**config.mk**
```make
export PLATFORM = sky130hd
export DESIGN_NAME = countdown_timer
export DESIGN_NICKNAME = d
export VERILOG_FILES = /design/src/rtl/countdown_timer.sv
export SDC_FILE = /design/constraint.sdc
export NUM_CORES = 1
export LEC_CHECK = 0
export ABC_AREA = 1
export ABC_CLOCK_PERIOD_IN_PS = 1500
export CELL_PAD_IN_SITES_DETAIL_PLACEMENT = 1
export CELL_PAD_IN_SITES_GLOBAL_PLACEMENT = 1
export CORE_MARGIN = 5
export CORE_UTILIZATION = 35
export CTS_CLUSTER_DIAMETER = 100
export DETAILED_ROUTE_END_ITERATION = 7
export MAX_ROUTING_LAYER = met4
export PLACE_DENSITY_LB_ADDON = 0.1
export SYNTH_ARGS = -nofsm -noshare
export SYNTH_HDL_FRONTEND = slang
export SYNTH_SLANG_ARGS = --single-unit
```
**constraint.sdc**
```tcl
create_clock -name Clk -period 1.5 [get_ports Clk]
set_input_delay 0.225 -clock Clk [delete_from_list [all_inputs] [get_ports Clk]]
set_output_delay 0.225 -clock Clk [all_outputs]
set_load 0.05 [all_outputs]
```
**src/rtl/countdown_timer.sv**
```systemverilog
// countdown_timer: loadable down-counter with a three-state IDLE/RUN/DONE FSM.
//
// Ports:
//   Clk    - clock, all state updates on its rising edge
//   Clr    - asynchronous active-high reset
//   Load   - captures Din as count and reload value; highest priority, aborts a run
//   Din    - start value (WIDTH bits)
//   Start  - begins or restarts the countdown (ignored while running)
//   Enable - count-step qualifier while running
//   Q      - current count
//   Busy   - high while in RUN
//   Zero   - combinational, (Q == 0)
//   Done   - one-cycle registered pulse on terminal count
//
// Build option: define COUNTDOWN_TIMER_AUTO_RELOAD_EN to reload Q from the
// captured load value at terminal count and keep running instead of stopping.

module countdown_timer #(
  parameter int unsigned WIDTH = 8
) (
  input  logic             Clk,
  input  logic             Clr,
  input  logic             Load,
  input  logic [WIDTH-1:0] Din,
  input  logic             Start,
  input  logic             Enable,
  output logic [WIDTH-1:0] Q,
  output logic             Busy,
  output logic             Zero,
  output logic             Done
);

  localparam logic [1:0] ST_IDLE = 2'd0;
  localparam logic [1:0] ST_RUN  = 2'd1;
  localparam logic [1:0] ST_DONE = 2'd2;

  localparam logic [WIDTH-1:0] CNT_ZERO = '0;
  localparam logic [WIDTH-1:0] CNT_ONE  = WIDTH'(1);

  logic [1:0]       state_q, state_d;
  logic [WIDTH-1:0] cnt_q, cnt_d;
  logic [WIDTH-1:0] rld_q, rld_d;
  logic             done_q, done_d;
  logic             busy_q, busy_d;

  // State register; Clr forces the idle, zero-count state at once.
  always_ff @(posedge Clk or posedge Clr) begin
    if (Clr) begin
      state_q <= ST_IDLE;
      cnt_q   <= CNT_ZERO;
      rld_q   <= CNT_ZERO;
      done_q  <= 1'b0;
      busy_q  <= 1'b0;
    end else begin
      state_q <= state_d;
      cnt_q   <= cnt_d;
      rld_q   <= rld_d;
      done_q  <= done_d;
      busy_q  <= busy_d;
    end
  end

  // Next-state and next-output logic; Load overrides every state.
  always_comb begin
    state_d = state_q;
    cnt_d   = cnt_q;
    rld_d   = rld_q;
    done_d  = 1'b0;

    if (Load) begin
      cnt_d   = Din;
      rld_d   = Din;
      state_d = ST_IDLE;
    end else begin
      case (state_q)
        ST_IDLE: begin
          if (Start) begin
            if (cnt_q != CNT_ZERO) begin
              state_d = ST_RUN;
            end else begin
              state_d = ST_DONE;
              done_d  = 1'b1;
            end
          end
        end

        ST_RUN: begin
          if (Enable) begin
            if (cnt_q > CNT_ONE) begin
              cnt_d = cnt_q - CNT_ONE;
            end else if (cnt_q == CNT_ONE) begin
`ifdef COUNTDOWN_TIMER_AUTO_RELOAD_EN
              cnt_d  = rld_q;
              done_d = 1'b1;
`else
              cnt_d   = CNT_ZERO;
              state_d = ST_DONE;
              done_d  = 1'b1;
`endif
            end
            // A zero count is never decremented, so the counter cannot wrap.
          end
        end

        ST_DONE: begin
          if (Start) begin
            if (rld_q != CNT_ZERO) begin
              cnt_d   = rld_q;
              state_d = ST_RUN;
            end else begin
              done_d = 1'b1;
            end
          end
        end

        default: begin
          state_d = ST_IDLE;
        end
      endcase
    end

    // Busy is registered alongside the state so it tracks RUN exactly.
    busy_d = (state_d == ST_RUN);
  end

  assign Q    = cnt_q;
  assign Busy = busy_q;
  assign Done = done_q;
  assign Zero = (cnt_q == CNT_ZERO);

endmodule

```
Word level (Yosys, flattened, before mapping)
Index checks and enable logic that the tools add are counted.
W data, S select, Z words.
{ "totals": {"wordCells": 46, "inputBits": 13, "register_bits": 20, "out_inout_bits": 11} }
{ "op_classes": {"reduce_logical": 6, "mux": 25, "magnitude_cmp": 1, "n_addsub": 1, "n_eq_ne": 8} }
{ "op_table": {"columns": ["op", "n"], "rows": [
  ["$mux W8", 6],
  ["$mux W2", 8],
  ["$pmux W8 S2", 1],
  ["$reduce_bool A8 Y1", 2],
  ["$ne A3 B3 Y1 const B", 3],
  ["$eq A8 B1 Y1 const B", 1],
  ["$gt A8 B1 Y1 const B", 1],
  ["$logic_not A8 Y1", 1],
  ["$mux W1", 8],
  ["$sub A8 B1 Y8 const B", 1],
  ["$pmux W2 S3", 1],
  ["$reduce_and A5 Y1", 1],
  ["$eq A2 B1 Y1 const B", 2],
  ["$ne A4 B4 Y1 const B", 1],
  ["$pmux W1 S3", 1],
  ["$reduce_bool A3 Y1", 1],
  ["$eq A2 B2 Y1 const B", 1],
  ["$logic_not A2 Y1", 1]
]} }

Logic depth before layout (Yosys ltp)
{ "depth": {"word_depth": 7, "mapped_depth": 11, "depth_no_buf": 11} }

Worst setup path before layout
Ideal clock, no wire load.
{ "synth_path": {"path_type": "flip-flop to flip-flop", "start": "register cnt_q[0] (netlist: Q[0])", "end": "register cnt_q[0] (netlist: Q[0])", "arrival_time_ns": 1.785, "stages_incl_launch_ff": 10, "period_less_slack_ns": 1.904, "path_slack_ns": -0.404, "path_buffers": 0, "required_ns": 1.381, "setup_ns": 0.119, "cell_sequence": "dfrtp_1 > inv_1 > ha_1 > nand2_2 > nor2_4 > nor2_4 > nand2_1 > o21ai_0 > nand2_1 > nand2_1"} }
{ "synth_between": {"elab_chain_cells": 5, "word_cells_on_any_way": 9} }
{ "synth_rtl": {"columns": ["item", "line", "text"], "rows": [
  ["start, declared", "41", "logic [WIDTH-1:0] cnt_q, cnt_d;"],
  ["start signal, assigned", "56", "cnt_q <= cnt_d;"],
  ["$sub A8 B1 Y8 or $gt A8 B1 Y1 (tied branches)", "90, 89", null],
  ["$mux W8", "89", "if (cnt_q > CNT_ONE) begin"],
  ["$mux W8", "88", "if (Enable) begin"],
  ["$pmux W8 S2", "75", "case (state_q)"],
  ["$mux W8", "70", "if (Load) begin"]
]} }
Parallel ways exist; a longest one is shown, timed or not. The select of a mux whose other input is x is not followed.
A chain may end at the register's enable or synchronous reset.

Worst setup path after layout
{ "layout_path": {"start": "register cnt_q[1] (netlist: Q[1])", "end": "register cnt_q[7] (netlist: Q[7])"} }
The elaborated chain is that of the path after synthesis.

==> impl_results.md <==
- Total vias in the final route: between 1000 and 1500
- IO Port Bufs: 23
- Sequential element share of the synthesized area: between 40 and 50%
- Slew HR: 77.3%
- Area added between synthesis and finish: 53.5%
- FF+latch count, synth: 20
- Post-Synthesis Mean Instance Area: 7.30 sq um
- Number of H-tree levels: 1
- Number of antenna diodes: 0
- Y dimension of the die: between 60 and 70 um
- Vias in the first global route: about 1400
- Cell taking the most area after synthesis: sky130_fd_sc_hd__dfrtp_1
- Combined buffer and inverter count along the critical path: 2
- 1st-pass router iterations: 4
- Final Slew Violations: 0
- PD cells: about 1600 nW/um^2
- Max Cap Violations: 0
- Least-Margin Pin Slew: 0.339 ns
- Crit end category: flip-flop
- Synth Net Count: approximately 190
- Hold-fix buffer count after cts: 0
- Global-route usage over all layers: between 10% and 20%
- Utilization after layout: a little under three fifths
- Routed Wire Length: 4.03 mm
- Data arrival time of the worst path: roughly 1.8 ns
- Critical Path Slowest Stage Cell: sky130_fd_sc_hd__dfrtp_2
- NumNets Final: 234
- # clock sinks: 20
- Post-Route Setup TNS: -0.227 ns
- Final setup margin: -0.0525 ns
- Total DRC errors in the routed layout: 0
- Die area: 4860 sq um
- Final setup violation count: 6
- Count of distinct cell types in the synthesized netlist: 22
- Boundary Pins: 24
- Cell row count: 21
- Clock transition at the registers of the reported paths: 0.12 ns
- Initial antenna violation count: 0
- Shortest period the worst path allows: 1.55 ns
- Fraction of layout instances using a drive strength above 1: around two fifths
- Series of cell instances along the critical path: inv_2, ha_1, nand2_2, nor2_4, nand2_2, nand3_2, nand2_4, buf_4, nand3_1, nand2_1
- Largest cells by area after synthesis: sky130_fd_sc_hd__dfrtp_1 (40%), sky130_fd_sc_hd__nand2_1 (14%), sky130_fd_sc_hd__nand3_1 (6.0%)
- Share of Yosys cell area claimed by the top area cell type: 40.1%
- Dpl hpwl: roughly 2.9 mm
- GR Overflow Total: 0
- Vias/cell: 4.86
- Area share of xor/xnor cells in the synthesized design: 2.81%
- Fraction of the mapped netlist area in compound gates: a little over a tenth
- TritonCTS buffer count: 3
- Setup repair after global routing missed its margin: yes
- Leak Pwr: ~0.92 nW
- Result of the run: finished, violations left
- Worst setup timing slack at the placement stage: -0.0744 ns
- Min-Delay Path Class: in -> async
- Final-report hold violation count: 0
- Die span in x: between 60 and 70 um
- Synthesized instance count: 171
- Floorplan Core Area: 3390 sq um
- Worst-case vdd ir drop: between 1000 and 1500 uV
- Violations in the final reports: negative setup slack
- Number of nets with antenna violations after routing: 0
- Type of origin of the critical path: flip-flop
- Bufs on Longest Clock Path: 2
- Post-Synth Simple-Gate Area: between 30% and 40%
- Drt wl/cell: 15.3 um
- Post-Synthesis Cell Area: roughly 1200 sq um
- Maximum number of pins on one net before global-route repair: 30
- Dominant combinational cell family by area after synthesis: simple AND/OR/NAND/NOR gates
- Largest fanout of any net on the critical path: 8
- Highest achievable clock rate: 0.644 GHz
- Global-route wire length before repair: about 6.3 mm
- Starting density of the core: ~37%
- Crit Path Class: reg -> reg
- Largest clock skew in the final design: 0.00516 ns
- Library cell appearing most often on the critical path: sky130_fd_sc_hd__nand2_2
- Last weighted congestion value of the routability-driven placer: 0.803
- Library cell used as clock root buffer: sky130_fd_sc_hd__clkbuf_4
- Tcrit/Tclk final: 104%
- Worst-Skew Late Latency: 0.30 ns
- Max incr delay on CP: 0.43 ns
- Data required time of the worst path: between 1.5 and 2 ns
- Crit-path leading delay family: simple AND/OR/NAND/NOR gates
- Fraction of the mapped netlist area in adder cells: 2.01%
- CTS tree: built
- Fillers: slightly above 400
- Share of synthesized area spent on multiplexers: 0%
- Syn. warnings: 0
- Initial drt markers: 86
## cells by family after synthesis
group                    count (synthesis)
XOR/XNOR                                 4
adder cells (fa/ha/maj)                  2
AO/OA/AOI/OAI                           26
AND/OR/NAND/NOR                         93
flip-flops                              20
buffers and inverters                   26
## state kept, by name, indices dropped and copies added (netlist names)
register  cells
rld_q         8
state_q       2
Busy          1
Q             8
Done          1
## per-layer routing
metal / GRT usage (%) / part of all wire [%]
met5: - / 0
met4: 5.11 / 1.1
met3: 2.75 / 3.4
met2: 28.9 / 52
met1: 19.6 / 43
## cell usage in the layout, fill, tap and decap left out, drive strengths merged
cell	Yosys	layout
a21oi	8	8
a31oi	1	1
buf	3	35
clkbuf	1	3
clkdlybuf4s50	0	12
dfrtp	20	20
ha	2	2
inv	22	22
nand2	54	54
nand3	16	16
nand4	2	2
nor2	15	15
nor3	6	6
o21ai	17	17
xnor2	1	1
xor2	3	3
## path summary, 6_finish.rpt
path | from | endpoint | slack [ns] | cells after the start
worst max-delay path | Q[1]$_DFFE_PP0P_ | Q[7]$_DFFE_PP0P_ | -0.05 | 10
worst min-delay path | Clr | rld_q[0]$_DFFE_PP0P_ | 0.26 | 3
worst max register to register | Q[1]$_DFFE_PP0P_ | Q[7]$_DFFE_PP0P_ | -0.05 | 10
worst min register to register | rld_q[6]$_DFFE_PP0P_ | rld_q[6]$_DFFE_PP0P_ | 0.53 | 2
max in group asynchronous | Clr | Q[4]$_DFFE_PP0P_ | 1.00 | 3
min in group Clk | Din[0] | rld_q[0]$_DFFE_PP0P_ | 0.48 | 3
## worst min-delay path, delay by kind of cell
kind,cells,cell delay [ns]
buffers and inverters,3,0.74
## timing repair
| item | 4_1_cts | 5_1_grt |
|---|---|---|
| gates cloned | 0 | 0 |
| resized for setup | 0 | 22 |
| setup endpoints to repair | 9 | 9 |
| pin swaps | 1 | 6 |
| buffers inserted | 3 | 6 |
| hold endpoints to repair | 0 | 0 |
## stage by stage
stage / total power [mW] / hold slack, ns / cell area, sq um / std cells
final: 3.07 / 0.260 / 1910 / 263
after global routing: 3.26 / 0.275 / 1910 / 263
after CTS: 2.87 / 0.272 / 1810 / 257
after detailed placement: 2.56 / 0.515 / 1770 / 251
after global placement: 2.53 / 0.497 / 1770 / 251
after floorplan: 1.75 / 0.188 / 1280 / 171
## synthesized netlist by cell type, drive strengths merged
master / number
a21oi: 8
a31oi: 1
buf: 3
clkbuf: 1
dfrtp: 20
ha: 2
inv: 22
nand2: 54
nand3: 16
nand4: 2
nor2: 15
nor3: 6
o21ai: 17
xnor2: 1
xor2: 3
## area by class of cell
type | count | area [sq um] | area share, %
clock buffer | 3 | 22.5 | 1.18
inverter | 22 | 82.6 | 4.31
multi-input combinational | 125 | 721 | 37.6
sequential | 20 | 510 | 26.7
tap | 46 | 57.6 | 3.01
timing repair buffer | 47 | 520 | 27.2
## power breakdown
| part | internal [mW] | switching [mW] |
|---|---|---|
| combinational | 0.915 | 1.12 |
| sequential | 0.666 | 0.0969 |
| clock | 0.0937 | 0.176 |
| total | 1.67 | 1.39 |
(Power assumes the default switching activity.)
